$ cat src/rtl/phy_tx_link_pkg.sv
// -----------------------------------------------------------------------------
// phy_tx_link_pkg
// Shared definitions for the PHY TX link sequencer: state encodings, the
// default training/idle patterns and the rx_active qualification length.
// -----------------------------------------------------------------------------
package phy_tx_link_pkg;

   // State encodings, visible on state_out.
   localparam logic [2:0] S_DISABLED = 3'd0;
   localparam logic [2:0] S_TRAIN    = 3'd1;
   localparam logic [2:0] S_WAIT_ACK = 3'd2;
   localparam logic [2:0] S_ACTIVE   = 3'd3;
   localparam logic [2:0] S_DRAIN    = 3'd4;

   typedef enum logic [2:0] {
      ST_DISABLED = S_DISABLED,
      ST_TRAIN    = S_TRAIN,
      ST_WAIT_ACK = S_WAIT_ACK,
      ST_ACTIVE   = S_ACTIVE,
      ST_DRAIN    = S_DRAIN
   } link_state_e;

   // COM on every byte lane during training, IDL on every lane when idle.
   localparam logic [31:0] TRAIN_WORD_DEFAULT = 32'hBCBCBCBC;
   localparam logic [31:0] IDLE_WORD_DEFAULT  = 32'h7C7C7C7C;

   // Consecutive rx_active samples required in WAIT_ACK before going ACTIVE.
   localparam int unsigned RX_QUAL_LEN = 2;

endpackage

$ cat src/rtl/phy_tx_link_ctrl_fifo.sv
// -----------------------------------------------------------------------------
// tx_hold_fifo
// Synchronous hold FIFO (DEPTH x WIDTH) buffering host words in front of the
// link sequencer. Pointers wrap modulo DEPTH (DEPTH must be a power of 2).
//
// Ports:
//   clk_i    clock (clk_2f domain)
//   reset_i  synchronous active-high reset, empties the FIFO
//   flush_i  synchronous flush, empties the FIFO (used on link loss in DRAIN)
//   push_i   write din_i (ignored when full)
//   pop_i    advance read pointer (ignored when empty)
//   din_i    write data
//   dout_o   head of FIFO (valid when !empty_o)
//   count_o  number of stored words, 0..DEPTH
//   full_o   count_o == DEPTH
//   empty_o  count_o == 0
// -----------------------------------------------------------------------------
module tx_hold_fifo #(
   parameter  int unsigned DEPTH = 4,
   parameter  int unsigned WIDTH = 32,
   localparam int unsigned CW    = $clog2(DEPTH + 1)
) (
   input  logic             clk_i,
   input  logic             reset_i,
   input  logic             flush_i,
   input  logic             push_i,
   input  logic             pop_i,
   input  logic [WIDTH-1:0] din_i,
   output logic [WIDTH-1:0] dout_o,
   output logic [CW-1:0]    count_o,
   output logic             full_o,
   output logic             empty_o
);

   localparam int unsigned AW = (DEPTH > 1) ? $clog2(DEPTH) : 1;

   logic [WIDTH-1:0] mem_q [DEPTH];
   logic [AW-1:0]    wr_ptr_q;
   logic [AW-1:0]    rd_ptr_q;
   logic [CW-1:0]    count_q;
   logic             do_push;
   logic             do_pop;

   assign full_o  = (count_q == CW'(DEPTH));
   assign empty_o = (count_q == '0);
   assign count_o = count_q;
   assign dout_o  = mem_q[rd_ptr_q];

   assign do_push = push_i & ~full_o;
   assign do_pop  = pop_i & ~empty_o;

   // NOTE: non-blocking (<=) for every register so all state updates see the
   // pre-edge values, regardless of statement order inside the block.
   always_ff @(posedge clk_i) begin
      if (reset_i || flush_i) begin
         wr_ptr_q <= '0;
         rd_ptr_q <= '0;
         count_q  <= '0;
      end else begin
         if (do_push) wr_ptr_q <= wr_ptr_q + 1'b1;
         if (do_pop)  rd_ptr_q <= rd_ptr_q + 1'b1;
         // Simultaneous push and pop leaves the count unchanged.
         case ({do_push, do_pop})
            2'b10:   count_q <= count_q + 1'b1;
            2'b01:   count_q <= count_q - 1'b1;
            default: count_q <= count_q;
         endcase
      end
   end

   // NOTE: the storage array is deliberately not reset; the pointers and count
   // define which entries are meaningful, so the data itself needs no reset.
   always_ff @(posedge clk_i) begin
      if (do_push) mem_q[wr_ptr_q] <= din_i;
   end

endmodule

$ cat src/rtl/phy_tx_link_ctrl.sv
// -----------------------------------------------------------------------------
// phy_tx_link_ctrl
// Link sequencer in front of the PHY TX datapath (clk_2f domain). Buffers host
// words in a hold FIFO, runs a training then idle preamble, forwards words
// while the partner is locked, and drains the FIFO on disable.
//
// Ports:
//   clk_2f        clock
//   reset         synchronous active-high reset
//   enable        host request to bring up / keep up the link
//   rx_active     partner lock indication (synchronous to clk_2f)
//   data_in       host word
//   valid_in      host word valid; push = valid_in & ready_out
//   ready_out     FIFO can accept (enable & count < DEPTH)
//   data_out      datapath data_input (registered)
//   valid_out     datapath valid (registered)
//   active_out    datapath active (registered)
//   link_up       high while in ACTIVE (registered)
//   state_out     current state encoding
//   overflow_err  sticky: valid_in seen while ready_out=0 and enable=1
// -----------------------------------------------------------------------------
module phy_tx_link_ctrl
   import phy_tx_link_pkg::*;
#(
   parameter int unsigned DEPTH       = 4,
   parameter int unsigned TRAIN_WORDS = 4,
   parameter int unsigned TIMEOUT     = 64,
   parameter logic [31:0] TRAIN_WORD  = TRAIN_WORD_DEFAULT,
   parameter logic [31:0] IDLE_WORD   = IDLE_WORD_DEFAULT
) (
   input  logic        clk_2f,
   input  logic        reset,
   input  logic        enable,
   input  logic        rx_active,
   input  logic [31:0] data_in,
   input  logic        valid_in,
   output logic        ready_out,
   output logic [31:0] data_out,
   output logic        valid_out,
   output logic        active_out,
   output logic        link_up,
   output logic [2:0]  state_out,
   output logic        overflow_err
);

   localparam int unsigned CW  = $clog2(DEPTH + 1);
   localparam int unsigned TCW = (TRAIN_WORDS > 1) ? $clog2(TRAIN_WORDS) : 1;
   localparam int unsigned WCW = (TIMEOUT > 1) ? $clog2(TIMEOUT) : 1;
   localparam int unsigned QCW = (RX_QUAL_LEN > 1) ? $clog2(RX_QUAL_LEN) : 1;

   link_state_e   state_q, state_d;
   logic [TCW-1:0] tcnt_q, tcnt_d;
   logic [WCW-1:0] wcnt_q, wcnt_d;
   logic [QCW-1:0] qual_q, qual_d;

   logic [31:0] data_out_q, data_out_d;
   logic        valid_out_q, valid_out_d;
   logic        active_out_q, active_out_d;
   logic        link_up_q, link_up_d;
   logic        overflow_q;

   logic          fifo_push;
   logic          fifo_pop;
   logic          fifo_flush;
   logic [31:0]   fifo_dout;
   logic [CW-1:0] fifo_count;
   logic          fifo_full;
   logic          fifo_empty;

   assign ready_out = enable & (fifo_count < CW'(DEPTH));
   assign fifo_push = valid_in & ready_out;

   tx_hold_fifo #(
      .DEPTH (DEPTH),
      .WIDTH (32)
   ) u_fifo (
      .clk_i   (clk_2f),
      .reset_i (reset),
      .flush_i (fifo_flush),
      .push_i  (fifo_push),
      .pop_i   (fifo_pop),
      .din_i   (data_in),
      .dout_o  (fifo_dout),
      .count_o (fifo_count),
      .full_o  (fifo_full),
      .empty_o (fifo_empty)
   );

   // NOTE: every signal written here gets a default first, so no path through
   // the case statements can leave a value unassigned and infer a latch.
   always_comb begin
      state_d    = state_q;
      tcnt_d     = '0;
      wcnt_d     = '0;
      qual_d     = '0;
      fifo_pop   = 1'b0;
      fifo_flush = 1'b0;

      // Next state. Order inside each state encodes the priority
      // enable=0 > rx_active loss > counters / normal transitions.
      case (state_q)
         ST_DISABLED: begin
            if (enable) state_d = ST_TRAIN;
         end
         ST_TRAIN: begin
            if (!enable)                            state_d = ST_DISABLED;
            else if (tcnt_q == TCW'(TRAIN_WORDS-1)) state_d = ST_WAIT_ACK;
            else                                    tcnt_d  = tcnt_q + 1'b1;
         end
         ST_WAIT_ACK: begin
            if (!enable) begin
               state_d = ST_DISABLED;
            end else if (rx_active && (qual_q == QCW'(RX_QUAL_LEN-1))) begin
               state_d = ST_ACTIVE;
            end else if (wcnt_q == WCW'(TIMEOUT-1)) begin
               state_d = ST_TRAIN;
            end else begin
               wcnt_d = wcnt_q + 1'b1;
               // Qualification restarts on any cycle without rx_active.
               if (rx_active) qual_d = qual_q + 1'b1;
            end
         end
         ST_ACTIVE: begin
            if (!enable) begin
               state_d  = ST_DRAIN;
               fifo_pop = rx_active & ~fifo_empty;
            end else if (!rx_active) begin
               // Retrain with the queued words kept for after re-lock.
               state_d = ST_TRAIN;
            end else begin
               fifo_pop = ~fifo_empty;
            end
         end
         ST_DRAIN: begin
            if (!rx_active) begin
               state_d    = ST_DISABLED;
               fifo_flush = 1'b1;
            end else if (fifo_empty) begin
               state_d = ST_DISABLED;
            end else begin
               fifo_pop = 1'b1;
            end
         end
         default: state_d = ST_DISABLED;
      endcase

      // Output registers are loaded from the state being entered, so the
      // datapath signals change on the same edge as state_out.
      data_out_d   = '0;
      valid_out_d  = 1'b0;
      active_out_d = 1'b0;
      link_up_d    = 1'b0;
      case (state_d)
         ST_TRAIN: begin
            data_out_d  = TRAIN_WORD;
            valid_out_d = 1'b1;
         end
         ST_WAIT_ACK: begin
            data_out_d  = IDLE_WORD;
            valid_out_d = 1'b1;
         end
         ST_ACTIVE, ST_DRAIN: begin
            active_out_d = 1'b1;
            link_up_d    = (state_d == ST_ACTIVE);
            data_out_d   = fifo_pop ? fifo_dout : IDLE_WORD;
            valid_out_d  = fifo_pop;
         end
         default: ;
      endcase
   end

   always_ff @(posedge clk_2f) begin
      if (reset) begin
         state_q      <= ST_DISABLED;
         tcnt_q       <= '0;
         wcnt_q       <= '0;
         qual_q       <= '0;
         data_out_q   <= '0;
         valid_out_q  <= 1'b0;
         active_out_q <= 1'b0;
         link_up_q    <= 1'b0;
         overflow_q   <= 1'b0;
      end else begin
         state_q      <= state_d;
         tcnt_q       <= tcnt_d;
         wcnt_q       <= wcnt_d;
         qual_q       <= qual_d;
         data_out_q   <= data_out_d;
         valid_out_q  <= valid_out_d;
         active_out_q <= active_out_d;
         link_up_q    <= link_up_d;
         // With enable=1, ready_out=0 happens exactly when the FIFO is full.
         overflow_q   <= overflow_q | (valid_in & enable & fifo_full);
      end
   end

   assign data_out     = data_out_q;
   assign valid_out    = valid_out_q;
   assign active_out   = active_out_q;
   assign link_up      = link_up_q;
   assign state_out    = state_q;
   assign overflow_err = overflow_q;

endmodule

$ cat config.mk
export PLATFORM = sky130hd
export DESIGN_NAME = phy_tx_link_ctrl
export DESIGN_NICKNAME = d
export VERILOG_FILES = /design/src/rtl/phy_tx_link_pkg.sv /design/src/rtl/phy_tx_link_ctrl_fifo.sv /design/src/rtl/phy_tx_link_ctrl.sv
export SDC_FILE = /design/constraint.sdc
export NUM_CORES = 1
export LEC_CHECK = 0
export ABC_AREA = 1
export CORE_AREA = 8 8 161 163
export CTS_CLUSTER_DIAMETER = 30
export DETAILED_ROUTE_END_ITERATION = 12
export DIE_AREA = 0 0 169 171
export PLACE_DENSITY_LB_ADDON = 0.08
export SETUP_SLACK_MARGIN = 0.3
export SLEW_MARGIN = 20
export SYNTH_ARGS = -nofsm -noshare
export SYNTH_HDL_FRONTEND = slang
export SYNTH_SLANG_ARGS = --single-unit
$ cat constraint.sdc
create_clock -name clk_2f -period 3.9 [get_ports clk_2f]
set_input_delay 0.78 -clock clk_2f [delete_from_list [all_inputs] [get_ports clk_2f]]
set_output_delay 0.78 -clock clk_2f [all_outputs]
set_load 0.01 [all_outputs]
==> impl_results.md, run 1 <==
* Status: completed
* Switch Pwr at 0.870 mW
* Register area at 4990 µm²
* Mux cell area share after synthesis at 0
* First-pass GRT wire length at between 20000 and 30000 µm
* Die area at 28900 µm²
* Pins over their slew limit at 0
* Top cells by area, synth: edfxtp_1, dfxtp_1, nor2_1, o21ai_0, nand2_1
* Area grow syn2layout at 25.6%
* CTS resizes at 0
* Worst skew pair latency at about 420 ps
* Hold Crit Class: reg -> reg
* DRC violations left at 0
* Critical path launch point: enable
* Final worst-path setup slack at about 910 ps
* Final setup vio count at 0
* Detail Route Antenna Nets at 0
* FF-to-FF End: u_fifo.count_o[2]$_SDFFE_PP0P_
* Pint at between 3 and 4 mW
* CTS tree: built
* Vias in the first global route at around 4500
* RSZ-0062 raised after global routing: no
* Commonest non-fill, non-tap cell in the layout: edfxtp_1
* Adder-Cell Fraction of Synth Area at 0.0156
* Largest family of logic cells by synthesized area: simple AND/OR/NAND/NOR gates
* # diodes at 0
* Netlist cell types at 37
* Reg power frac at 0.524
* P_leak at roughly 3 nW
* Cts hold-fix bufs at 0
* Max Fclk at 335 MHz
* Critical Path AT at approximately 2200 ps
* Top-area cell type share of the netlist area at 0.556
* # fillers at around 2300
* Layout cells sized above 1 at 0.130
* Gpl congestion at a little over 0.7
* Initial antenna violation count at 0
* CP required at around 3100 ps
* Simple-Gate Fraction of Synth Area at 0.111
* Compound-cell area share of the yosys netlist at 0.110
* Worst hold slack at 424 ps
* VDD IR max at 0.000237 V
* Post-synthesis cell count at about 560
* Ys flop type: edfxtp_1
* Clock power share at 0.434
* Most frequent cells in the layout: edfxtp_1, nor2_1, clkdlybuf4s50_1
* CP Capture Point: ready_out
* Remaining Overflow, GRT at 0
* Comb pwr share at 0.042
* Power density cells at 474 nW/µm²
* HPWL after detailed placement at 10100 µm
* H-tree depth at 4
* Launch point of the worst reg-to-reg path: state_out[1]$_SDFF_PP0_
* XOR/XNOR Fraction of Synth Area at 0.00761
* DR vias at around 4300
* Port Buffers at between 70 and 80
* Reg2Reg Setup Slack at ~1600 ps
* Post-CTS setup buffers at 0
* Clock transition at path regs at approximately 70 ps
* Slew margin rel. at 0.413
* Capturing element type of the critical path: primary output
* Switching Fraction at 0.211
* Die X at approximately 170 µm
* Clk sinks at 185
* Die height at 171 µm
* Iteration-0 DRC Markers at 200
* Final clock skew at around 15 ps
* WL/cell at ~17 µm
* Fin crit period at about 3000 ps
* Post-route clock period utilization at 0.766
* DRT Pass-1 Iters at 6
* WL final at between 15000 and 20000 µm
* Largest net degree at the start of global routing at between 60 and 70
* Crit-path max FO at 5
* Max-capacitance violation count at 0
* Avg Inst Size Synth at 12.4 µm²
* Syn Nets at 600
* Worst-case reg-to-reg path depth at 10
* Synthesis Warnings at 0
* Largest area contributor in the netlist: edfxtp_1
* Yosys reg bits at ~190
* Core area at approximately 23000 µm²
* Vias per cell at ~4.5
* Initial Util at 0.297
* Place WS at around 730 ps
* Rows at 56
* Total CTS buffers at 17
* Final #Nets at just under 700
* Async set-reset flop share out of synthesis at 0
* Clk buf depth at 2
* Final Hold Viols at 0
* Post-synth EDFFs at 128
* Final core occ at 0.373
* Mapped Area at about 6900 µm²
* CP Class: in -> out
* Worst Setup Start Kind: input pin
* Sequential share of the synthesized area at 0.721
* Area occupied by multi-input gates at ~1700 µm²
* Worst-margin pin slew at between 800 and 900 ps
* Gr usage total at 0.116
* IO Pins at 77
* CTS Root Cell: clkbuf_16
* Final setup TNS at 0 ps
-- metal layers --
metal  track usage  up-vias  wire [µm]
met5             0        -          0
met2         0.196       74       7860
met4        0.0354        0        119
met1         0.142     2106       7500
met3        0.0323        8        598
li1              -     2113          -
-- cells in the mapped netlist (3+ instances only) --
cell type	number
o21ai_2	10
nand3_1	19
a21oi_1	30
nor2_1	86
edfxtp_1	128
o21ai_0	48
clkbuf_1	18
nand2_2	4
nand3_2	3
inv_1	22
a221oi_1	8
o221ai_1	4
nand2_4	3
xor2_1	4
a21oi_2	5
buf_2	4
dfxtp_1	57
nand2_1	51
ha_1	7
inv_2	6
o22ai_1	16
-- area by class of cell --
type,count,share of cell area
Clock buffer,17,0.0490
Multi-Input combinational cell,314,0.198
Sequential cell,185,0.574
Tap cell,319,0.0460
Clock inverter,15,0.0219
Inverter,31,0.0137
Timing Repair Buffer,85,0.0969
-- sequential cells by signal (all words and copies together), names as in the netlist, named ones only --
| signal | cells |
|---|---|
| valid_out | 1 |
| qual_q | 1 |
| data_out | 32 |
| u_fifo.count_o | 3 |
| active_out | 1 |
| tcnt_q | 2 |
| wcnt_q | 6 |
| u_fifo.rd_ptr_q | 2 |
| u_fifo.mem_q | 128 |
| link_up | 1 |
| state_out | 3 |
| overflow_err | 1 |
| u_fifo.wr_ptr_q | 2 |
-- cells by family (layout without fill, tap and decap cells) --
kind of cell | after synthesis | in the layout
xor+xnor | 6 | 6
fa+ha+maj | 8 | 8
buf+inv | 56 | 148
compound gates | 126 | 126
flops | 185 | 185
simple gates | 174 | 174
-- worst min path at each step --
stage	startpoint	to	slack [ps]	cells after the start
2_1_floorplan	tcnt_q[0]$_SDFF_PP0_	tcnt_q[0]$_SDFF_PP0_	400	1
3_3_place_gp	tcnt_q[0]$_SDFF_PP0_	tcnt_q[0]$_SDFF_PP0_	410	1
3_5_place_dp	tcnt_q[0]$_SDFF_PP0_	tcnt_q[0]$_SDFF_PP0_	420	1
4_1_cts	tcnt_q[0]$_SDFF_PP0_	tcnt_q[0]$_SDFF_PP0_	430	1
5_1_grt	tcnt_q[0]$_SDFF_PP0_	tcnt_q[0]$_SDFF_PP0_	440	1
6_report	tcnt_q[0]$_SDFF_PP0_	tcnt_q[0]$_SDFF_PP0_	420	1
-- power groups by stage --
stage                     combinational (mW)  clock, mW  sequential (mW)
final                                  0.174       1.79             2.16
after global routing                   0.192       1.91             2.16
after CTS                              0.179       1.84             2.16
after detailed placement               0.179          0             2.20
after global placement                 0.177          0             2.20
after floorplan                       0.0594          0             2.21
-- critical path: stages --
cell	delay, ps
clkdlybuf4s50_1	570
inv_2	90
nor2_1	170
clkdlybuf4s50_1	590
-- metrics by stage --
| stage | power [mW] | instances | instance area [µm²] |
|---|---|---|---|
| 6_report | 4.12 | 966 | 8680 |
| 5_1_grt | 4.26 | 966 | 8680 |
| 4_1_cts | 4.17 | 966 | 8680 |
| 3_5_place_dp | 2.38 | 934 | 8060 |
| 3_3_place_gp | 2.38 | 934 | 8060 |
| 2_1_floorplan | 2.27 | 555 | 6910 |
No activity file was read; power rests on OpenSTA's default activity.
==> inputs of run 2 (changes only) <==
==> constraint.sdc (replaced) <==
create_clock -name clk_2f -period 3.1 [get_ports clk_2f]
set_input_delay 0.62 -clock clk_2f [delete_from_list [all_inputs] [get_ports clk_2f]]
set_output_delay 0.62 -clock clk_2f [all_outputs]
set_load 0.01 [all_outputs]
==> run 2 against run 1 <==
Non-clock buffer count rose by 2. Power grew 26%. Final area increased by 0.76%. Sequential power is 25% higher. Critical path depth stayed put. Combinational power increased by 30%. Clock skew down 3.9 ps. First-iteration DRC count is 18% higher. Global-route usage is 0.065 points lower. Sequential share of layout area is 0.44 points lower. Via count is 0.16% higher. Largest cell class unchanged.
==> impl_results.md, run 2 (synthesis results as in run 1) <==
* Power density cells at 593 nW/µm²
* H-tree depth at 4
* Reg2Reg Setup Slack at 980 ps
* Cts hold-fix bufs at 0
* Status: completed
* Iteration-0 DRC Markers at approximately 240
* Clock transition at path regs at 70 ps
* IO Pins at 77
* Comb pwr share at 0.044
* Worst skew pair latency at approximately 420 ps
* Post-route clock period utilization at 0.860
* Port Buffers at 76
* Gpl congestion at about 0.71
* Switch Pwr at 1.09 mW
* WL/cell at 16.6 µm
* Critical Path AT at 2040 ps
* Vias in the first global route at around 4400
* Launch point of the worst reg-to-reg path: state_out[1]$_SDFF_PP0_
* Worst Setup Start Kind: input pin
* Hold Crit Start: tcnt_q[0]$_SDFF_PP0_
* DR vias at ~4300
* Worst-margin pin slew at around 700 ps
* Final clock skew at between 10 and 15 ps
* FF-to-FF End: u_fifo.count_o[2]$_SDFFE_PP0P_
* Die area at 28900 µm²
* Die height at around 170 µm
* Detail Route Antenna Nets at 0
* Vias per cell at between 4 and 5
* Final #Nets at around 680
* CTS resizes at 0
* Layout cells sized above 1 at 0.134
* Max reg flops at ~130
* Pins over their slew limit at 0
* First-pass GRT wire length at about 25000 µm
* Capturing element type of the critical path: primary output
* P_leak at around 3.1 nW
* Max-capacitance violation count at 0
* RSZ-0062 raised after global routing: no
* HPWL after detailed placement at roughly 9700 µm
* Gr usage total at 0.115
* Final setup TNS at 0 ps
* Largest net degree at the start of global routing at 69
* CTS tree: built
* Crit-path max FO at 5
* CP required at roughly 2500 ps
* Clock power share at 0.433
* DRT Pass-1 Iters at 4
* Max Fclk at between 300 and 400 MHz
* Initial Util at 0.297
* Final setup vio count at 0
* Clk buf depth at 2
* Design Area, Final at approximately 8700 µm²
* Hold Crit Class: reg -> reg
* Most frequent cells in the layout: edfxtp_1, nor2_1, clkdlybuf4s50_1
* VDD IR max at between 0.0002 and 0.0003 V
* Final Hold Viols at 0
* Total CTS buffers at 17
* Hold worst-path end: tcnt_q[0]$_SDFF_PP0_
* Area grow syn2layout at 26.6%
* Post-CTS setup buffers at 0
* Commonest non-fill, non-tap cell in the layout: edfxtp_1
* CTS Root Cell: clkbuf_16
* # diodes at 0
* # fillers at about 2300
* Clk sinks at 185
* Remaining Overflow, GRT at 0
* Initial antenna violation count at 0
* Pint at around 4.1 mW
* Die X at around 170 µm
* Top reg by flops: u_fifo.mem_q
* Worst-case reg-to-reg path depth at 9
* Fin crit period at 2660 ps
* Switching Fraction at 0.211
* Reg power frac at 0.523
* WL final at approximately 16000 µm
* Core area at between 20000 and 25000 µm²
* DP Area at between 8000 and 9000 µm²
* CP Class: in -> out
* Slew margin rel. at 0.532
* Rows at 56
* Hold depth at 1
* DRC violations left at 0
==> run 2: changes by cell type in the layout (fill, tap and decap cells not counted), moves of 2 or more <==
cell	previous run	this run
buf_12	1	5
buf_4	8	6
clkinv_4	4	2
inv_6	5	3
inv_8	1	3
==> run 2: through the flow <==
stage | hold slack, ps | instances | total power [mW] | worst slack [ps] | util
2_1_floorplan | 397 | 555 | 2.85 | 185 | -
3_3_place_gp | 407 | 936 | 3.00 | 413 | 0.349
3_5_place_dp | 412 | 936 | 3.00 | 361 | 0.349
4_1_cts | 423 | 968 | 5.26 | 360 | 0.376
5_1_grt | 439 | 968 | 5.37 | 372 | 0.376
6_report | 416 | 968 | 5.19 | 435 | 0.376
==> run 2: per-layer routing <==
| layer | part of all wire | GRT usage | wire length [µm] |
|---|---|---|---|
| met5 | 0 | 0 | 0 |
| met4 | 0.012 | 0.0419 | 200 |
| met3 | 0.039 | 0.0279 | 635 |
| met2 | 0.51 | 0.198 | 8150 |
| met1 | 0.44 | 0.139 | 7120 |
==> run 2: power groups by stage <==
| stage | clock, mW | sequential (mW) | combinational (mW) |
|---|---|---|---|
| finish | 2.25 | 2.71 | 0.226 |
| global route | 2.40 | 2.72 | 0.249 |
| CTS | 2.31 | 2.71 | 0.233 |
| detailed placement | 0 | 2.77 | 0.232 |
| global placement | 0 | 2.77 | 0.229 |
| floorplan | 0 | 2.78 | 0.0747 |
==> run 2: area by class of cell <==
| class | instances | area (µm²) | area share |
|---|---|---|---|
| inverter | 31 | 118 | 0.0134 |
| tap | 319 | 399 | 0.0456 |
| clock inverter | 15 | 190 | 0.0217 |
| clock buffer | 17 | 425 | 0.0486 |
| timing repair buffer | 87 | 906 | 0.104 |
| multi-input combinational | 314 | 1720 | 0.197 |
| sequential | 185 | 4990 | 0.570 |
==> run 2: how the worst max path moves through the flow <==
stage,startpoint,slack (ps),cells past startpoint,to
2_1_floorplan,enable,190,4,u_fifo.mem_q[0][0]$_DFFE_PP_
3_3_place_gp,enable,410,4,ready_out
3_5_place_dp,enable,360,4,ready_out
4_1_cts,enable,360,4,ready_out
5_1_grt,enable,370,4,ready_out
6_report,enable,440,4,ready_out
==> run 2: critical path: stages <==
cell             delay, ps
clkdlybuf4s50_1        590
inv_2                  110
nor2_2                 160
clkdlybuf4s50_1        560
==> inputs of run 3 (changes only) <==
--- a/config.mk
+++ b/config.mk
@@ -12,7 +12,6 @@
 export DIE_AREA = 0 0 169 171
 export PLACE_DENSITY_LB_ADDON = 0.08
 export SETUP_SLACK_MARGIN = 0.3
-export SLEW_MARGIN = 20
 export SYNTH_ARGS = -nofsm -noshare
 export SYNTH_HDL_FRONTEND = slang
 export SYNTH_SLANG_ARGS = --single-unit
==> results of run 3 <==
No change in the layout: final DEF, timing and power equal those of run 2.
